--- config.mk ---
export PLATFORM = sky130hd
export DESIGN_NAME = load_store_unit_flat
export DESIGN_NICKNAME = d
export VERILOG_FILES = /design/src/rtl/lsu_pkg.sv /design/src/rtl/load_store_unit_if.sv /design/src/rtl/load_extend.sv /design/src/rtl/load_store_unit.sv /design/src/flat_wrapper.sv
export SDC_FILE = /design/constraint.sdc
export NUM_CORES = 1
export LEC_CHECK = 0
export ABC_AREA = 1
export BUFFER_PORTS_ARGS = -buffer_cell sky130_fd_sc_hd__buf_2
export CORE_MARGIN = 5
export CORE_UTILIZATION = 52
export CTS_CLUSTER_SIZE = 12
export DETAILED_ROUTE_END_ITERATION = 10
export PLACE_DENSITY_LB_ADDON = 0.3
export SLEW_MARGIN = 0
export SYNTH_ARGS = -nofsm -noshare
export SYNTH_HDL_FRONTEND = slang
export SYNTH_SLANG_ARGS = --single-unit
--- constraint.sdc ---
create_clock -name clk -period 4.5 [get_ports clk]
set_input_delay 0.225 -clock clk [delete_from_list [all_inputs] [get_ports clk]]
set_output_delay 0.225 -clock clk [all_outputs]
set_load 0.03 [all_outputs]
--- src/rtl/lsu_pkg.sv ---
// Shared definitions for the load/store unit.
//   OP_*   : opcodes the unit responds to
//   F3_*   : funct3 access-size / sign codes
//   state_t: FSM state encoding, also exported on the debug port
//   access_ok(): legality check of an access (size code + alignment)
package lsu_pkg;

    localparam logic [6:0] OP_LOAD  = 7'b0000011;
    localparam logic [6:0] OP_STORE = 7'b0100011;

    localparam logic [2:0] F3_B  = 3'd0;
    localparam logic [2:0] F3_H  = 3'd1;
    localparam logic [2:0] F3_W  = 3'd2;
    localparam logic [2:0] F3_BU = 3'd4;
    localparam logic [2:0] F3_HU = 3'd5;

    typedef enum logic [2:0] {
        S_IDLE   = 3'd0,
        S_REQ    = 3'd1,
        S_WAIT_R = 3'd2,
        S_RESP   = 3'd3,
        S_ERR    = 3'd4
    } state_t;

    // Unsupported size codes are folded into "not ok" so they take the same
    // error path as a misaligned address.
    function automatic logic access_ok(input logic [6:0] opcode,
                                       input logic [2:0] funct3,
                                       input logic [1:0] offset);
        logic ok;
        ok = 1'b0;
        case (funct3)
            F3_B:    ok = 1'b1;
            F3_H:    ok = ~offset[0];
            F3_W:    ok = (offset == 2'b00);
            F3_BU:   ok = (opcode == OP_LOAD);
            F3_HU:   ok = (opcode == OP_LOAD) && ~offset[0];
            default: ok = 1'b0;
        endcase
        return ok;
    endfunction

endpackage

--- src/rtl/load_store_unit_if.sv ---
// Data-memory bus between the load/store unit (master) and memory (slave).
//   mem_req/mem_we/mem_addr/mem_wdata/mem_wstrb : request, driven by master
//   mem_gnt    : request taken; meaningful only while mem_req is high
//   mem_rvalid : read data valid on mem_rdata
// Handshake: a request stays asserted with stable fields until the cycle
// mem_gnt is seen high on a rising edge; read data is then returned by a
// later single-cycle mem_rvalid pulse.
interface load_store_unit_if #(parameter int WIDTH = 32);
    logic             mem_req;
    logic             mem_we;
    logic [WIDTH-1:0] mem_addr;
    logic [WIDTH-1:0] mem_wdata;
    logic [3:0]       mem_wstrb;
    logic             mem_gnt;
    logic             mem_rvalid;
    logic [WIDTH-1:0] mem_rdata;

    modport master (
        output mem_req, mem_we, mem_addr, mem_wdata, mem_wstrb,
        input  mem_gnt, mem_rvalid, mem_rdata
    );

    modport slave (
        input  mem_req, mem_we, mem_addr, mem_wdata, mem_wstrb,
        output mem_gnt, mem_rvalid, mem_rdata
    );
endinterface

--- src/rtl/load_extend.sv ---
// Load lane selection and extension (combinational).
//   rdata  : full word returned by memory
//   offset : byte offset of the access within the word
//   funct3 : size/sign code of the load
//   data   : right-aligned, sign- or zero-extended result
module load_extend
    import lsu_pkg::*;
#(
    parameter int WIDTH = 32
) (
    input  logic [WIDTH-1:0] rdata,
    input  logic [1:0]       offset,
    input  logic [2:0]       funct3,
    output logic [WIDTH-1:0] data
);

    logic [7:0]  lane_b;
    logic [15:0] lane_h;

    // Halves are always aligned here, so only offset[1] picks the half.
    assign lane_b = rdata[{offset, 3'b000} +: 8];
    assign lane_h = rdata[{offset[1], 4'b0000} +: 16];

    always_comb begin
        data = rdata;
        case (funct3)
            F3_B:    data = {{(WIDTH-8){lane_b[7]}}, lane_b};
            F3_BU:   data = {{(WIDTH-8){1'b0}}, lane_b};
            F3_H:    data = {{(WIDTH-16){lane_h[15]}}, lane_h};
            F3_HU:   data = {{(WIDTH-16){1'b0}}, lane_h};
            default: data = rdata;
        endcase
    end

endmodule

--- src/rtl/load_store_unit.sv ---
// Load/store unit: takes one load or store from the execute stage, runs it
// on the data-memory bus and returns extended load data.
//   clk, rst            : clock, synchronous active-high reset
//   req_valid/req_ready : request handshake (ready only in IDLE)
//   opcode, funct3, addr, wdata : request fields, captured on accept
//   mem                 : data-memory bus (master side)
//   ld_data             : last completed load result
//   done / misalign     : one-cycle completion / error pulses
//   busy                : high whenever not IDLE
//   dbg_state           : current FSM state
module load_store_unit
    import lsu_pkg::*;
#(
    parameter int WIDTH = 32
) (
    input  logic                 clk,
    input  logic                 rst,
    input  logic                 req_valid,
    output logic                 req_ready,
    input  logic [6:0]           opcode,
    input  logic [2:0]           funct3,
    input  logic [WIDTH-1:0]     addr,
    input  logic [WIDTH-1:0]     wdata,
    load_store_unit_if.master    mem,
    output logic [WIDTH-1:0]     ld_data,
    output logic                 done,
    output logic                 misalign,
    output logic                 busy,
    output state_t               dbg_state
);

    state_t           state, state_next;
    logic [6:0]       opcode_q;
    logic [2:0]       funct3_q;
    logic [WIDTH-1:0] addr_q;
    logic [WIDTH-1:0] wdata_q;
    logic [WIDTH-1:0] ld_data_q;
    logic [WIDTH-1:0] ld_ext;
    logic [WIDTH-1:0] wdata_lanes;
    logic [3:0]       strb;
    logic             is_mem_op;
    logic             accept;
    logic             is_store_q;

    assign is_mem_op  = (opcode == OP_LOAD) || (opcode == OP_STORE);
    assign req_ready  = (state == S_IDLE);
    assign accept     = req_valid && req_ready && is_mem_op;
    assign is_store_q = (opcode_q == OP_STORE);

    always_ff @(posedge clk) begin
        if (rst) state <= S_IDLE;
        else     state <= state_next;
    end

    always_comb begin
        state_next = state;
        case (state)
            S_IDLE: begin
                if (accept)
                    state_next = access_ok(opcode, funct3, addr[1:0]) ? S_REQ : S_ERR;
            end
            S_REQ: begin
                if (mem.mem_gnt)
                    state_next = is_store_q ? S_RESP : S_WAIT_R;
            end
            S_WAIT_R: begin
                if (mem.mem_rvalid) state_next = S_RESP;
            end
            S_RESP:  state_next = S_IDLE;
            S_ERR:   state_next = S_IDLE;
            default: state_next = S_IDLE;
        endcase
    end

    // Request fields are frozen at accept so the upstream stage may change
    // its outputs while the transaction is in flight.
    always_ff @(posedge clk) begin
        if (rst) begin
            opcode_q <= '0;
            funct3_q <= '0;
            addr_q   <= '0;
            wdata_q  <= '0;
        end else if (accept) begin
            opcode_q <= opcode;
            funct3_q <= funct3;
            addr_q   <= addr;
            wdata_q  <= wdata;
        end
    end

    load_extend #(.WIDTH(WIDTH)) u_load_extend (
        .rdata  (mem.mem_rdata),
        .offset (addr_q[1:0]),
        .funct3 (funct3_q),
        .data   (ld_ext)
    );

    // Read data is only taken in WAIT_R, so a return that belongs to a
    // transaction aborted by reset is dropped.
    always_ff @(posedge clk) begin
        if (rst)                                   ld_data_q <= '0;
        else if (state == S_WAIT_R && mem.mem_rvalid) ld_data_q <= ld_ext;
    end

    always_comb begin
        wdata_lanes = wdata_q;
        case (funct3_q)
            F3_B:    wdata_lanes = {(WIDTH/8){wdata_q[7:0]}};
            F3_H:    wdata_lanes = {(WIDTH/16){wdata_q[15:0]}};
            default: wdata_lanes = wdata_q;
        endcase
    end

    always_comb begin
        strb = 4'b0000;
        if (is_store_q) begin
            case (funct3_q)
                F3_B:    strb = 4'b0001 << addr_q[1:0];
                F3_H:    strb = 4'b0011 << addr_q[1:0];
                F3_W:    strb = 4'b1111;
                default: strb = 4'b0000;
            endcase
        end
    end

    assign mem.mem_req   = (state == S_REQ);
    assign mem.mem_we    = (state == S_REQ) && is_store_q;
    assign mem.mem_wstrb = (state == S_REQ) ? strb : 4'b0000;
    assign mem.mem_addr  = {addr_q[WIDTH-1:2], 2'b00};
    assign mem.mem_wdata = wdata_lanes;

    assign ld_data   = ld_data_q;
    assign done      = (state == S_RESP);
    assign misalign  = (state == S_ERR);
    assign busy      = (state != S_IDLE);
    assign dbg_state = state;

endmodule

--- src/flat_wrapper.sv ---
// flat-port wrapper written by rule: the top's interface ports become plain ports
module load_store_unit_flat import lsu_pkg::*;
#(
    parameter int WIDTH = 32
)
  (clk, rst, req_valid, req_ready, opcode, funct3, addr, wdata, ld_data, done, misalign, busy, dbg_state, mem_mem_req, mem_mem_we, mem_mem_addr, mem_mem_wdata, mem_mem_wstrb, mem_mem_gnt, mem_mem_rvalid, mem_mem_rdata);
  load_store_unit_if #(.WIDTH(WIDTH)) mem_i ();
  input  logic clk;
  input  logic rst;
  input  logic req_valid;
  output logic req_ready;
  input  logic [6:0] opcode;
  input  logic [2:0] funct3;
  input  logic [WIDTH-1:0] addr;
  input  logic [WIDTH-1:0] wdata;
  output logic [WIDTH-1:0] ld_data;
  output logic done;
  output logic misalign;
  output logic busy;
  output state_t dbg_state;
  output wire logic [$bits(mem_i.mem_req)-1:0] mem_mem_req;
  output wire logic [$bits(mem_i.mem_we)-1:0] mem_mem_we;
  output wire logic [$bits(mem_i.mem_addr)-1:0] mem_mem_addr;
  output wire logic [$bits(mem_i.mem_wdata)-1:0] mem_mem_wdata;
  output wire logic [$bits(mem_i.mem_wstrb)-1:0] mem_mem_wstrb;
  input wire logic [$bits(mem_i.mem_gnt)-1:0] mem_mem_gnt;
  input wire logic [$bits(mem_i.mem_rvalid)-1:0] mem_mem_rvalid;
  input wire logic [$bits(mem_i.mem_rdata)-1:0] mem_mem_rdata;
  assign mem_mem_req = mem_i.mem_req;
  assign mem_mem_we = mem_i.mem_we;
  assign mem_mem_addr = mem_i.mem_addr;
  assign mem_mem_wdata = mem_i.mem_wdata;
  assign mem_mem_wstrb = mem_i.mem_wstrb;
  assign mem_i.mem_gnt = mem_mem_gnt;
  assign mem_i.mem_rvalid = mem_mem_rvalid;
  assign mem_i.mem_rdata = mem_mem_rdata;
  load_store_unit #(.WIDTH(WIDTH)) u_core (.clk(clk), .rst(rst), .req_valid(req_valid), .req_ready(req_ready), .opcode(opcode), .funct3(funct3), .addr(addr), .wdata(wdata), .mem(mem_i), .ld_data(ld_data), .done(done), .misalign(misalign), .busy(busy), .dbg_state(dbg_state));
endmodule
* After elaboration in Yosys (flattened, before gate mapping)
Cells that the tools add are included.
Storage, ports and cells: output and inout port bits 109, register bits 109, word-level logic and storage cells 55
Operators by class: reductions and logical operators 12, bitwise gates (word level) 1, equal/unequal tests 18, mux-type cells 14, shift operators 4
Operators by type and width (number):
- $pmux W32 S4 | 1
- $pmux W32 S2 | 1
- $shiftx A32 B6 Y16 | 1
- $shiftx A32 B6 Y8 | 1
- $eq A3 B3 Y1 const B | 5
- $eq A7 B6 Y1 const B | 2
- $eq A3 B2 Y1 const B | 4
- $mux W3 | 4
- $pmux W4 S3 | 1
- $eq A3 B1 Y1 const B | 3
- $logic_not A3 Y1 | 3
- $pmux W3 S3 | 1
- $mux W4 | 2
- $eq A7 B2 Y1 const B | 1
- $logic_and A1 B1 Y1 | 5
- $pmux W1 S5 | 1
- $ne A2 B2 Y1 const B | 2
- $shl A1 B2 Y4 const A | 1
- $shl A2 B2 Y4 const A | 1
- $mux W1 | 3
- $reduce_and A3 Y1 | 1
- $reduce_bool A3 Y1 | 1
- $logic_not A2 Y1 | 1
- $ne A2 B1 Y1 const B | 1
- 2 further kinds | 2

* Depth between registers and ports, before layout
Gate-level depths: netlist of run 1.
word-level depth 8, depth in mapped cells 10, mapped depth without buffers 8

* Cells and area by module
A second synthesis of run 1 with hierarchy kept.
Second synthesis, totals: cell total of the unflattened synthesis 778, area, all modules 5426.5 um2
By module, submodules not included:
- load_store_unit | cells an instance 609, area an instance 4554.4 um2, times used 1, seq. area each 2182.1 um2
- load_extend | cells an instance 169, area an instance 872.1 um2, times used 1, seq. area each 0.0 um2

* Worst setup path after synthesis of run 1
Ideal clock, no wire load.
kind register -> output, start register u_core.state[0] (netlist: u_core.dbg_state[0]), end output port mem_mem_wstrb[0], arrival time 2.364 ns, stages on the path, launching flop included 5, path slack 1.911 ns, data required time 4.275 ns, path buffers 0, cell sequence dfxtp_1 -> inv_1 -> nor3_1 -> nand3_1 -> a21oi_1
Between the ends: word-level cells in the longest chain between the ends 2
Ends and longest elaborated chain:
- from (decl) | RTL line load_store_unit.sv:32 | state_t state, state_next;
- from (signal assigned) | RTL line load_store_unit.sv:52 | else state <= state_next;
- $eq A3 B1 Y1
- named net mem_mem_req | RTL line flat_wrapper.sv:21 | output wire logic [$bits(mem_i.mem_req)-1:0] mem_mem_req;
- $mux W4 | RTL line load_store_unit.sv:128 | assign mem.mem_wstrb = (state == S_REQ) ? strb : 4'b0000;
- to (decl) | RTL line flat_wrapper.sv:25 | output wire logic [$bits(mem_i.mem_wstrb)-1:0] mem_mem_wstrb;
The timed path passes the listed nets, and every way through them passes these cells.

* Worst setup path in the final report of run 1
start register u_core.funct3_q[1], end output port mem_mem_wdata[14]
Between the ends: word-level cells in the longest chain between the ends 2, elaborated cells on any way between the ends 3
Ends and longest elaborated chain:
- from (decl) | RTL line load_store_unit.sv:34 | logic [2:0] funct3_q;
- from (signal assigned) | RTL line load_store_unit.sv:85 | funct3_q <= funct3;
- $eq A3 B1 Y1 or $logic_not A3 Y1 (tied branches) | RTL line load_store_unit.sv:107 | case (funct3_q)
- $pmux W32 S2 * | RTL line load_store_unit.sv:107
- to (decl) | RTL line flat_wrapper.sv:24 | output wire logic [$bits(mem_i.mem_wdata)-1:0] mem_mem_wdata;
Every way passes the cells marked *; elsewhere a longest branch is shown, timed or not.

==> metrics.cfg, run 1 <==
[yosys]
ys_seq_area_share_pct=41.76
ys_seq_elements=109
synth_edf_count=0
yosysMostFrequentCell=o21ai_0
synthArstFlopShare_pct=0
synth_area_um2=5225
synthTopCellsByArea=dfxtp_1 42%, o21ai_0 14%, nor2_1 9.4%, buf_4 6.5%, nand2_1 5.3%
synth_commonest_cells=141 x o21ai_0, 131 x nor2_1, 109 x dfxtp_1
synth_area_per_cell_um2=7.061
ys_warn_count=0
syn_inst=740
synth_top_area_share_pct=41.76
ys_types=30
synth_top_cell_by_area=dfxtp_1
synth_flop_cell=dfxtp_1

[clock_network]
cts_resized=0
hold_buffers=0
cts_tree=yes
worstSkewPairLatency_ns=0.36
cts_buffers=9
clock_path_buffers=2
cts.clk_slew.worst_paths_ns=0.10
post_cts_buffers=0
cts-htree-levels=3
root_buffer=clkbuf_8
cts_num_sinks=109

[sta]
relSlewSlack_pct=25.39
setup_viol=0
rsz0062_at_grt=no
report.final.hold_viol_count=0
period_needed_ns=3.019
final.setup_skew_ns=0.01607
whs_ns=0.08635
timing.final.crit_share_pct=67.09
setup_tns_ns=0
slew_viol_final=0
tightest_slew_ns=1.117
layout_setup_ws_ns=1.481
max_freq_ghz=0.3312

[critical_path]
worst_r2r_path_depth=7
required_ns=4.28
start_kind=flop
crit_fanout=23
end_kind=output pin
cp-startpoint=u_core.funct3_q[1]
r2r_slack_ns=2.09
arrival_ns=2.79
critPathKind=flop to output pin
rr_endpoint=u_core.ld_data[5]
crit_end=mem_mem_wdata[14]
rr_startpoint=u_core.funct3_q[1]

[grt]
grt_use_total_pct=22.85
antenna_found_initial=0
grt_pass1_vias=4718
grt_pass1_wl_um=22190
grt.overflow.total=0
grt_max_degree=67

[floorplan]
start_util_pct=53.46
die_y_um=110.2
die_x_um=110.2
core_area_um2=9774
die-area_um2=12150
io_pins=220
rows=36

[placement]
place_inst=1009
pre_cts_slack_ns=1.848
hpwl_um=10380
placed_area_um2=5984
gp_congestion=0.8783
numPortBuffers=217

[job]
maxCapViolCount=0

[outcome]
status=finished clean

[final_layout]
final_nets=998
syn2layout_area_growth_pct=17.82
final_cells=1025
final_layout_size_suffix_gt1_share_pct=28.48
filler_cell_count=964
postLayoutCellArea_um2=6156
n_antenna_cell=0

[detailed_routing]
wirelength_um=14360
ant_nets=0
dr.pass1.iters=4
wl_per_cell_um=14.01
dr.first_iter.drc_count=308
vias=5158
drc_errors=0
via_per_inst=5.032

[pwr]
peakVddDrop_mv=0.1517
p_per_area_nw_per_um2=276.8
p_leak_nw=3.222

[hold_path]
hold_path_class=input pin to flop

==> where the power goes <==
group / switching (mW) / total (mW) / internal, mW / leakage (nW)
logic: 0.121 / 0.188 / 0.0670 / 2.26
clock network: 0.335 / 0.537 / 0.203 / 0.0858
registers: 0.00588 / 0.979 / 0.973 / 0.878
total: 0.461 / 1.70 / 1.24 / 3.22
==> metal layers <==
layer	share of wire, %	GRT usage, %	vias to the layer above
met4	1.9	7.388	0
met1	43	29.50	2267
met2	45	37.35	215
met5	0	0	-
li1	-	-	2653
met3	10	5.941	23
==> how the worst min path moves through the flow <==
stage	from	to	slack [ns]	depth (start not counted)
CTS	addr[25]	u_core.addr_q[25]	0.07	3
finish	wdata[28]	u_core.wdata_q[28]	0.09	3
global route	wdata[18]	u_core.wdata_q[18]	0.09	3
floorplan	rst	u_core.dbg_state[2]	0.29	1
detailed placement	u_core.opcode_q[2]	u_core.opcode_q[2]	0.44	2
global placement	u_core.opcode_q[3]	u_core.opcode_q[3]	0.43	2
==> cell usage in the layout (no fill, tap or decap) <==
cell type / n
clkbuf_8: 9
buf_4: 3
inv_1: 70
o2111ai_1: 1
buf_2: 217
nand2_1: 74
nor3_1: 4
nor3_4: 1
clkinv_2: 3
or2_1: 1
conb_1: 2
a22oi_1: 1
inv_6: 2
nand3_1: 14
clkinvlp_4: 2
clkinv_1: 1
o21bai_1: 16
a21oi_1: 49
nand2_2: 4
mux2_2: 4
o211ai_1: 6
nand3b_1: 1
nor2_1: 131
nor2_4: 1
nand4_1: 1
dfxtp_1: 109
inv_2: 4
nor3_2: 1
o22ai_1: 10
o21ai_0: 141
nor2_2: 3
a31oi_1: 6
==> worst max-delay path, stage by stage (launching register included) <==
cell and delay (ns):
dfxtp_1 0.76, nor2_2 0.14, nand2_1 0.51, nand2_2 0.45, o21ai_0 0.33, buf_2 0.24
==> stage by stage <==
stage                     utilization [%]  total power [mW]
after floorplan                         -             1.110
after global placement              61.23             1.186
after detailed placement            61.23             1.187
after CTS                           62.98             1.719
after global routing                62.98             1.769
final                               62.98             1.704
==> cell families (layout without fill, tap and decap cells) <==
group                  after synthesis  after routing  synth area share (%)
other                                1              2               0.07177
AO/OA/AOI/OAI                      230            230                 23.59
AND/OR/NAND/NOR                    236            236                 18.30
buffers and inverters              160            311                 15.42
multiplexers                         4              4                0.8620
flip-flops                         109            109                 41.76
==> sequential cells by signal, indices dropped and copies added, names as in the netlist <==
register          count
u_core.addr_q        32
u_core.ld_data       32
u_core.wdata_q       32
u_core.opcode_q       7
u_core.dbg_state      3
u_core.funct3_q       3
==> layout make-up <==
type / instances / area (um^2) / share of cell area [%]
Clock buffer: 9 / 123.9 / 2.012
Tap cell: 133 / 166.4 / 2.703
Timing Repair Buffer: 220 / 1109 / 18.01
Inverter: 75 / 281.5 / 4.573
Sequential cell: 109 / 2182 / 35.45
Multi-Input combinational cell: 472 / 2246 / 36.48
Clock inverter: 7 / 47.55 / 0.7724
Power figures use the tool's default switching activity.
==> run 2: changes to the inputs <==
ABC_AREA = 0   (was 1)
CORE_UTILIZATION = 48   (was 52)
clock period = 2.85 ns   (was 4.5 ns; I/O delays follow)
==> metrics.cfg, run 2 <==
[yosys]
ys_warn_count=0  ; unchanged
ys_types=49  ; +63%
yosysMostFrequentCell=nand2_1
syn_inst=648  ; -12%
ys_seq_elements=109  ; unchanged
synthTopCellsByArea=dfxtp_1 41%, nand2_1 12%, a21oi_1 8.4%, buf_4 6.1%, mux2_2 4.5%
synth_edf_count=0  ; unchanged
synth_commonest_cells=163 x nand2_1, 109 x dfxtp_1, 89 x a21oi_1
synth_flop_cell=dfxtp_1
synth_area_um2=5301  ; +1.5%
synth_top_cell_by_area=dfxtp_1
synthArstFlopShare_pct=0  ; unchanged
synth_top_area_share_pct=41.16  ; -0.60 points
synth_area_per_cell_um2=8.181  ; +16%
ys_seq_area_share_pct=41.16  ; -0.60 points

[grt]
grt.overflow.total=0  ; unchanged
grt_pass1_wl_um=24360  ; +9.8%
grt_max_degree=110  ; +64%
antenna_found_initial=1  ; +1
grt_pass1_vias=5159  ; +9.3%
grt_use_total_pct=22.75  ; -0.095 points

[sta]
setup_viol=0  ; unchanged
max_freq_ghz=0.4287
relSlewSlack_pct=22.96  ; -2.4 points
rsz0062_at_grt=no
whs_ns=0.01634  ; -0.07001 ns
tightest_slew_ns=1.156  ; +0.03898 ns
period_needed_ns=2.333
timing.final.crit_share_pct=81.85
final.setup_skew_ns=0.01323  ; -0.002840 ns
setup_tns_ns=0  ; unchanged
slew_viol_final=0  ; unchanged
report.final.hold_viol_count=0  ; unchanged

[clock_network]
cts_buffers=9  ; unchanged
worstSkewPairLatency_ns=0.37  ; about the same
cts_resized=0  ; unchanged
cts-htree-levels=3  ; unchanged
cts_tree=yes
clock_path_buffers=2  ; unchanged
root_buffer=clkbuf_8
cts_num_sinks=109  ; unchanged
cts.clk_slew.worst_paths_ns=0.10  ; about the same

[critical_path]
slowest_stage=dfxtp_1
required_ns=2.71  ; -1.57 ns
crit_end=mem_mem_wstrb[3]
arrival_ns=2.19  ; -0.60 ns
critPathKind=flop to output pin
start_kind=flop
path_cells=nor3b_1 > and4b_1 > nand2_1 > a21oi_1 > buf_2
worst_r2r_path_depth=4  ; -3
end_kind=output pin
r2r_slack_ns=0.87  ; -1.22 ns
cpPeakStageDelay_ns=0.56  ; -0.20 ns
rr_endpoint=u_core.ld_data[24]
cp-startpoint=u_core.dbg_state[0]
crit_fanout=12  ; -48%
rr_startpoint=u_core.funct3_q[0]

[detailed_routing]
drc_errors=0  ; unchanged
dr_wl_met2_um=7608  ; +17%
dr.pass1.iters=5  ; +1
via_per_inst=5.318  ; +5.7%
vias=5270  ; +2.2%
wl_per_cell_um=15.66  ; +12%
wl_met3_um=1265  ; -13%
top_layer=met5
ant_nets=0  ; unchanged
wirelength_um=15520  ; +8.1%
dr.first_iter.drc_count=318  ; +3.2%
drt-met1-wl_um=6066  ; -1.3%

[pwr]
p_leak_nw=2.909  ; -9.7%
p_per_area_nw_per_um2=469.7  ; +70%
peakVddDrop_mv=0.3007  ; +98%

[placement]
gp_congestion=0.8473  ; -3.5%
numPortBuffers=217  ; unchanged
hpwl_um=10860  ; +4.6%

[final_layout]
final_nets=957  ; -4.1%
syn2layout_area_growth_pct=27.12
n_antenna_cell=0  ; unchanged
filler_cell_count=966  ; +0.21%
final_common_cell=buf_2
multi_input_area_um2=2517  ; +12%
ff_latch_area_um2=2182  ; unchanged
most-common-layout-cells=216 x buf_2, 163 x nand2_1, 109 x dfxtp_1
final_layout_size_suffix_gt1_share_pct=32.43  ; +4.0 points

[floorplan]
core_area_um2=10840  ; +11%
die_x_um=115.1  ; +4.4%
die_y_um=115.1  ; +4.4%
rows=38  ; +5.6%
die-area_um2=13250  ; +9.0%
io_pins=220  ; unchanged
start_util_pct=48.90  ; -4.6 points

[hold_path]
hold_path_class=input pin to flop

[job]
maxCapViolCount=0  ; unchanged

[outcome]
status=finished clean

-- run 2: cell families after synthesis --
logic type / synth area share [%]
multiplexers: 8.426
AO/OA/AOI/OAI: 18.08
flip-flops: 41.16
AND/OR/NAND/NOR: 20.82
buffers and inverters: 11.45
other: 0.07074
-- run 2: area by class of cell --
cell class	instances	share of cell area, %
tap	140	2.599
clock buffer	12	2.154
multi-input combinational	447	37.36
clock inverter	4	0.7055
sequential	109	32.38
timing repair buffer	275	24.58
inverter	4	0.2228
-- run 2: how the worst min path moves through the flow --
stage	depth (start not counted)	endpoint	slack, ns	start
after floorplan	2	u_core.opcode_q[5]	0.28	opcode[5]
after global placement	3	u_core.addr_q[24]	0.38	addr[24]
after detailed placement	3	u_core.addr_q[23]	0.39	addr[23]
after CTS	3	u_core.wdata_q[14]	0.001	wdata[14]
after global routing	3	u_core.wdata_q[28]	0.005	wdata[28]
final	3	u_core.wdata_q[14]	0.02	wdata[14]
-- run 2: repair_timing --
item,in CTS,in global routing
hold buffers,48,0
buffers inserted,0,0
hold endpoints to repair,48,0
-- run 2: through the flow --
step | cell area (um^2) | instances | utilization [%] | power (mW) | setup slack (ns)
2_1_floorplan | 5305 | 649 | - | 2.023 | 0.2173
3_3_place_gp | 6066 | 927 | 55.96 | 2.197 | 0.9960
3_5_place_dp | 6066 | 927 | 55.96 | 2.210 | 0.8865
4_1_cts | 6739 | 991 | 62.17 | 3.194 | 0.5391
5_1_grt | 6739 | 991 | 62.17 | 3.314 | 0.4012
6_report | 6739 | 991 | 62.17 | 3.165 | 0.5173
-- run 2: report_power, final --
part,leakage (nW),internal (mW),switching [mW]
Clock,0.0964,0.429,0.507
Sequential,0.879,1.58,0.0437
Combinational,1.93,0.242,0.366
Total,2.91,2.25,0.916
-- run 2: critical path, delay by kind of cell (launching register included) --
family          cells  cell delay (ns)
flops               1             0.56
buf+inv             1             0.23
compound gates      1             0.17
simple gates        3             0.87
-- run 2: metal layers --
| layer | track usage, % | vias to the layer above |
|---|---|---|
| met2 | 39.47 | 227 |
| met3 | 5.474 | 45 |
| met4 | 11.27 | 2 |
| li1 | - | 2554 |
| met1 | 26.12 | 2442 |
| met5 | 0 | - |
